## config.mk

```make
export PLATFORM = sky130hd
export DESIGN_NAME = conv_controller_pipelined
export DESIGN_NICKNAME = d
export VERILOG_FILES = /design/src/rtl/conv_controller_pipelined.sv
export SDC_FILE = /design/constraint.sdc
export NUM_CORES = 2
export LEC_CHECK = 0
export ABC_AREA = 1
export ABC_CLOCK_PERIOD_IN_PS = 4200
export CAP_MARGIN = 5
export CELL_PAD_IN_SITES_DETAIL_PLACEMENT = 2
export CELL_PAD_IN_SITES_GLOBAL_PLACEMENT = 2
export CORE_MARGIN = 10
export CORE_UTILIZATION = 37
export DETAILED_ROUTE_END_ITERATION = 10
export PLACE_DENSITY_LB_ADDON = 0.1
export SYNTH_ARGS = -nofsm -noshare
export SYNTH_HDL_FRONTEND = slang
export SYNTH_SLANG_ARGS = --single-unit
export TNS_END_PERCENT = 20
```

## constraint.sdc

```tcl
create_clock -name clk -period 4.2 [get_ports clk]
set_input_delay 1.05 -clock clk [delete_from_list [all_inputs] [get_ports clk]]
set_output_delay 1.05 -clock clk [all_outputs]
set_load 0.05 [all_outputs]
```

## src/rtl/conv_controller_pipelined.sv

```systemverilog
// Loop-nest controller for the convolution accelerator: fetches weights and activations,
// issues MACs and tracks each result through a latency pipeline to memory write-back or output.
module conv_controller_pipelined #(
  parameter int unsigned LOG2_OF_MEM_HEIGHT = 20,
  parameter int unsigned FEATURE_MAP_WIDTH  = 16,
  parameter int unsigned FEATURE_MAP_HEIGHT = 16,
  parameter int unsigned INPUT_NB_CHANNELS  = 4,
  parameter int unsigned OUTPUT_NB_CHANNELS = 4,
  parameter int unsigned K_STEPS            = 2,
  parameter int unsigned WEIGHT_WORDS       = 2,
  parameter int unsigned PIPE_LATENCY       = 5
) (
  input  logic                          clk,
  input  logic                          arst_n_in,
  input  logic                          start,
  output logic                          running,
  output logic                          done,
  input  logic                          valid,
  output logic                          ready,
  output logic [K_STEPS-1:0]            write_a,
  output logic [WEIGHT_WORDS-1:0]       write_b,
  output logic                          mac_valid,
  output logic                          mac_accumulate_with_0,
  output logic                          pipe_en,
  output logic                          mem_re,
  output logic [LOG2_OF_MEM_HEIGHT-1:0] mem_read_addr,
  output logic                          mem_we,
  output logic [LOG2_OF_MEM_HEIGHT-1:0] mem_write_addr,
  output logic                          output_valid,
  input  logic                          output_ready,
  output logic [31:0]                   output_x,
  output logic [31:0]                   output_y,
  output logic [31:0]                   output_ch
);

  localparam int unsigned AW = LOG2_OF_MEM_HEIGHT;

  typedef enum logic [2:0] {StIdle, StFetchW, StMac, StDrain, StDone} state_e;

  typedef struct packed {
    logic          vld;
    logic          is_final;
    logic [AW-1:0] addr;
    logic [31:0]   x;
    logic [31:0]   y;
    logic [31:0]   ch;
  } entry_t;

  state_e      state_q, state_d;
  logic [31:0] ci_q, ci_d, co_q, co_d, y_q, y_d, x_q, x_d, k_q, k_d, w_q, w_d;
  entry_t      pipe_q [PIPE_LATENCY];
  entry_t      tail, issue_entry;
  logic        stall, accept, issue, any_valid, last_px, last_all;
  logic [31:0] lin_addr;

  assign tail           = pipe_q[PIPE_LATENCY-1];
  assign output_valid   = tail.vld && tail.is_final;
  assign mem_we         = tail.vld && !tail.is_final;
  assign mem_write_addr = mem_we ? tail.addr : '0;
  assign output_x       = output_valid ? tail.x : '0;
  assign output_y       = output_valid ? tail.y : '0;
  assign output_ch      = output_valid ? tail.ch : '0;
  assign stall          = output_valid && !output_ready;
  assign running        = (state_q != StIdle);
  assign pipe_en        = running && !stall;

  assign lin_addr = (co_q * FEATURE_MAP_HEIGHT + y_q) * FEATURE_MAP_WIDTH + x_q;
  assign last_px  = (x_q == FEATURE_MAP_WIDTH - 1) && (y_q == FEATURE_MAP_HEIGHT - 1);
  assign last_all = last_px && (co_q == OUTPUT_NB_CHANNELS - 1) &&
                    (ci_q == INPUT_NB_CHANNELS - 1);

  always_comb begin
    any_valid = 1'b0;
    for (int i = 0; i < int'(PIPE_LATENCY); i++) any_valid = any_valid | pipe_q[i].vld;
  end

  always_comb begin
    state_d               = state_q;
    ci_d                  = ci_q;
    co_d                  = co_q;
    y_d                   = y_q;
    x_d                   = x_q;
    k_d                   = k_q;
    w_d                   = w_q;
    ready                 = 1'b0;
    accept                = 1'b0;
    issue                 = 1'b0;
    write_a               = '0;
    write_b               = '0;
    mac_valid             = 1'b0;
    mac_accumulate_with_0 = 1'b0;
    mem_re                = 1'b0;
    mem_read_addr         = '0;
    done                  = 1'b0;
    case (state_q)
      StIdle: begin
        if (start) begin
          state_d = StFetchW;
          ci_d = '0;
          co_d = '0;
          y_d  = '0;
          x_d  = '0;
          k_d  = '0;
          w_d  = '0;
        end
      end
      StFetchW: begin
        ready  = !stall;
        accept = valid && ready;
        if (accept) begin
          for (int i = 0; i < int'(WEIGHT_WORDS); i++) write_b[i] = (w_q == 32'(i));
          if (w_q == WEIGHT_WORDS - 1) begin
            w_d     = '0;
            state_d = StMac;
          end else begin
            w_d = w_q + 1;
          end
        end
      end
      StMac: begin
        ready  = !stall;
        accept = valid && ready;
        if (accept) begin
          for (int i = 0; i < int'(K_STEPS); i++) write_a[i] = (k_q == 32'(i));
          mac_valid             = 1'b1;
          mac_accumulate_with_0 = (ci_q == 0) && (k_q == 0);
          if (k_q == K_STEPS - 1) begin
            issue         = 1'b1;
            mem_re        = 1'b1;
            mem_read_addr = AW'(lin_addr);
            k_d           = '0;
            // Innermost-to-outermost carry chain: x, y, ch_out, ch_in.
            if (x_q == FEATURE_MAP_WIDTH - 1) begin
              x_d = '0;
              if (y_q == FEATURE_MAP_HEIGHT - 1) begin
                y_d = '0;
                if (co_q == OUTPUT_NB_CHANNELS - 1) begin
                  co_d = '0;
                  ci_d = (ci_q == INPUT_NB_CHANNELS - 1) ? '0 : ci_q + 1;
                end else begin
                  co_d = co_q + 1;
                end
              end else begin
                y_d = y_q + 1;
              end
            end else begin
              x_d = x_q + 1;
            end
            if (last_all) state_d = StDrain;
            else if (last_px) state_d = StFetchW;
          end else begin
            k_d = k_q + 1;
          end
        end
      end
      StDrain: begin
        if (!any_valid) state_d = StDone;
      end
      StDone: begin
        done    = 1'b1;
        state_d = StIdle;
      end
      default: state_d = StIdle;
    endcase
  end

  always_comb begin
    issue_entry = '0;
    if (issue) begin
      issue_entry.vld      = 1'b1;
      issue_entry.is_final = (ci_q == INPUT_NB_CHANNELS - 1);
      issue_entry.addr     = AW'(lin_addr);
      issue_entry.x        = x_q;
      issue_entry.y        = y_q;
      issue_entry.ch       = co_q;
    end
  end

  always_ff @(posedge clk or negedge arst_n_in) begin
    if (!arst_n_in) begin
      state_q <= StIdle;
      ci_q    <= '0;
      co_q    <= '0;
      y_q     <= '0;
      x_q     <= '0;
      k_q     <= '0;
      w_q     <= '0;
    end else begin
      state_q <= state_d;
      ci_q    <= ci_d;
      co_q    <= co_d;
      y_q     <= y_d;
      x_q     <= x_d;
      k_q     <= k_d;
      w_q     <= w_d;
    end
  end

  // The whole result pipeline freezes with the controller while the output is stalled.
  always_ff @(posedge clk or negedge arst_n_in) begin
    if (!arst_n_in) begin
      for (int i = 0; i < int'(PIPE_LATENCY); i++) pipe_q[i] <= '0;
    end else if (pipe_en) begin
      pipe_q[0] <= issue_entry;
      for (int i = 1; i < int'(PIPE_LATENCY); i++) pipe_q[i] <= pipe_q[i-1];
    end
  end

endmodule
```

==> summary.md <==
| Metric | Value |
|---|---|
| Netlist area before placement | `36700 um2` |
| Peak VDD IR | `0.494 mV` |
| # hold bufs at CTS | `0` |
| Syn-to-layout area delta | `19.4%` |
| Most frequent cells in the layout | `nand2_1 (1262), dfrtp_1 (765), inv_1 (595), o21ai_0 (550), nor2_1 (535)` |
| Total Power | `20.2 mW` |
| Fin crit share | `112%` |
| Crit-path max FO | `4` |
| Hold Fails Final Rpt | `0` |
| Antenna viol nets, final | `0` |
| CTS tree | `done` |
| RSZ-0062 raised after global routing | `yes` |
| Async S/R FF share, synth | `100%` |
| Final setup fails | `9` |
| Vias in the first global route | `34800` |
| DR DRC count | `0` |
| Register bit total from synthesis | `765` |
| Htree depth | `3` |
| Outcome | `finished, violations left` |
| Static leakage | `18.9 nW` |
| HP Class | `input pin to async pin` |
| Slew Limit Fails | `0` |
| WL final | `127000 um` |
| Failing checks | `setup timing` |
| Grt total ovfl | `0` |
| Fin util | `44.6%` |
| Slew @ Worst Pin | `1.10 ns` |
| Post-synth top flop | `dfrtp_1` |
| Largest net degree at the start of global routing | `239` |
| Critical Path End Type | `primary output` |
| Post-Layout Inst Area | `43900 um2` |
| Pint | `13.1 mW` |
| Worst-Skew Late Latency | `0.69 ns` |
| Global-route wire length before repair | `202000 um` |
| Nets | `4894` |
| Port buffer count | `153` |
| Worst R2R Setup Slack | `1.10 ns` |
| Avg Vias per Cell | `5.15` |
| Most Crowded Layer GR | `met2` |
| Core region area | `98400 um2` |
| Detailed placement HPWL | `88600 um` |
| Vias | `32000` |
| Post-Syn Instances | `4702` |
| Max Clock Skew | `0.0476 ns` |
| Switch share | `35.2%` |
| Setup TNS | `-3.19 ns` |
| Number of clock sinks | `765` |
| Setup Crit Path Kind | `flop to primary output` |
| DRT iter0 DRCs | `2138` |
| Syn Nets | `4747` |
| WL per Instance | `20.4 um` |
| Syn avg cell area | `7.81 um2` |
| Sequential power share | `37.3%` |
| GRT met3 Usage | `2.94%` |
| Share of cells above drive strength 1 | `8.00%` |
| Fmax | `0.213 GHz` |
| P per Cell Area | `460 nW/um2` |
| RD Place Congestion | `0.876` |
| Post-layout min period | `4.70 ns` |
| Row count | `115` |
| Die Y | `335 um` |
| Most common cell after layout, fill and taps aside | `nand2_1` |
| Clock-pin slew on the worst setup and hold paths | `0.07 ns` |
| Slew HR | `26.9%` |
| Sequential area share after synthesis | `52.1%` |
| Synth warnings | `0` |
| Combinational Power Share | `21.9%` |
| Root buffer cell | `clkbuf_16` |
| Grt met2 use | `37.2%` |
| Maximum buffer depth of the clock tree | `3` |
| Initial antenna violation count | `3` |
| Die ar. | `112000 um2` |
| Num CTS Buffers | `88` |
| # diodes | `0` |
| Clk pwr share | `40.9%` |
| Final WS setup | `-0.496 ns` |
| Worst EP arrival | `3.65 ns` |
| Top Ports | `154` |
| Yosys cell types | `47` |
| Die width | `335 um` |
| Required @ worst endpoint | `3.15 ns` |
| # Max-Cap Violations | `0` |
| GR Util met1 | `30.7%` |
| Crit start category | `flop` |
| Cell area after placement | `40200 um2` |
| Post-synth EDFFs | `0` |
| Total track usage | `22.4%` |
| Total iterations of the first detailed-routing run | `5` |
| Initial Utilization | `37.3%` |
| Post-Place Worst Slack | `-0.0584 ns` |
| Sw power | `7.11 mW` |
==> cell families after synthesis <==
kind of cell	after synthesis	synth area share, %
adder cells (fa/ha/maj)	40	1.40
XOR/XNOR	93	2.22
buffers and inverters	801	8.45
AO/OA/AOI/OAI	755	10.7
AND/OR/NAND/NOR	2248	25.1
flip-flops	765	52.1
==> state kept, by name, indices dropped and copies added, names as in the netlist <==
name     cells
pipe_q     570
ci_q        32
co_q        32
k_q         32
w_q         32
x_q         32
y_q         32
state_q      3
==> synth_stat cells, types with 3 or more instances <==
library cell	count	area (um2)
a21o_1	3	22.5
a21oi_1	50	250
a31oi_1	3	18.8
and3_1	3	18.8
buf_1	25	93.8
buf_2	56	280
buf_4	5	37.5
clkbuf_1	109	409
clkinv_1	3	11.3
dfrtp_1	765	19100
ha_1	38	475
inv_1	596	2240
inv_2	6	22.5
nand2_1	1280	4800
nand2_2	3	18.8
nand3_1	192	961
nand4_1	68	425
nor2_1	547	2050
nor2_2	5	31.3
nor2_8	4	80.1
nor3_1	120	601
nor3b_1	5	37.5
nor4_1	3	18.8
o21ai_0	554	2770
o21ai_1	40	200
o21bai_1	3	22.5
o22ai_1	93	582
or2_2	7	43.8
xnor2_1	18	158
xor2_1	75	657
==> layer usage <==
| layer | vias up | part of all wire, % |
|---|---|---|
| met2 | 384 | 47 |
| met1 | 16300 | 47 |
| met4 | 0 | 2.4 |
| li1 | 15200 | - |
| met5 | - | 0 |
| met3 | 163 | 3.0 |
==> final cells by class <==
class | count | area, um2
Tap cell | 1287 | 1610
Inverter | 605 | 2280
Timing Repair Buffer | 253 | 2760
Multi-Input combinational cell | 3136 | 14900
Clock buffer | 127 | 2630
Clock inverter | 37 | 487
Sequential cell | 765 | 19100
Fill cell | 11000 | 54600
==> worst paths after layout <==
check                                   startpoint                      end  cells past startpoint
setup / recovery               co_q[0]$_DFFE_PN0P_        mem_read_addr[17]                     15
hold / removal                           arst_n_in     co_q[26]$_DFFE_PN0P_                      1
setup reg to reg            state_q[0]$_DFFE_PN0P_      ci_q[5]$_DFFE_PN0P_                     10
hold reg to reg            pipe_q[371]$_DFFE_PN0P_  pipe_q[253]$_DFFE_PN0P_                      2
max in group asynchronous                arst_n_in  pipe_q[254]$_DFFE_PN0P_                      2
min in group clk           pipe_q[371]$_DFFE_PN0P_  pipe_q[253]$_DFFE_PN0P_                      2
==> worst max-delay path: stages (launching register included) <==
cell     delay, ns
dfrtp_1       0.42
ha_4          0.19
fa_2          0.43
a21oi_4       0.18
nor2_2        0.05
nor2_2        0.09
xor2_1        0.17
inv_1         0.10
ha_4          0.25
a21oi_4       0.15
o21ai_1       0.11
a21oi_2       0.19
a21oi_2       0.09
nor3_2        0.22
buf_4         0.18
buf_12        0.13
==> power by group through the flow <==
stage                     combinational (mW)  clock [mW]  sequential [mW]
final                                   4.41        8.25             7.52
after global routing                    4.92        8.73             7.53
after CTS                               4.49        8.47             7.52
after detailed placement                4.45           0             7.65
after global placement                  4.40           0             7.65
after floorplan                         2.96           0             7.63
==> repair_timing <==
item,in CTS,in global routing
hold endpoints to repair,0,0
gates cloned,0,0
buffers inserted,8,6
pin swaps,22,23
setup endpoints to repair,10,10
resized for setup,60,41
==> metrics by stage <==
step                      hold WS, ns  cells
final                           0.407   6210
after global routing            0.420   6210
after floorplan                 0.442   4702
after detailed placement        0.474   6034
after global placement          0.463   6034
after CTS                       0.393   6205
(Power assumes the default switching activity.)
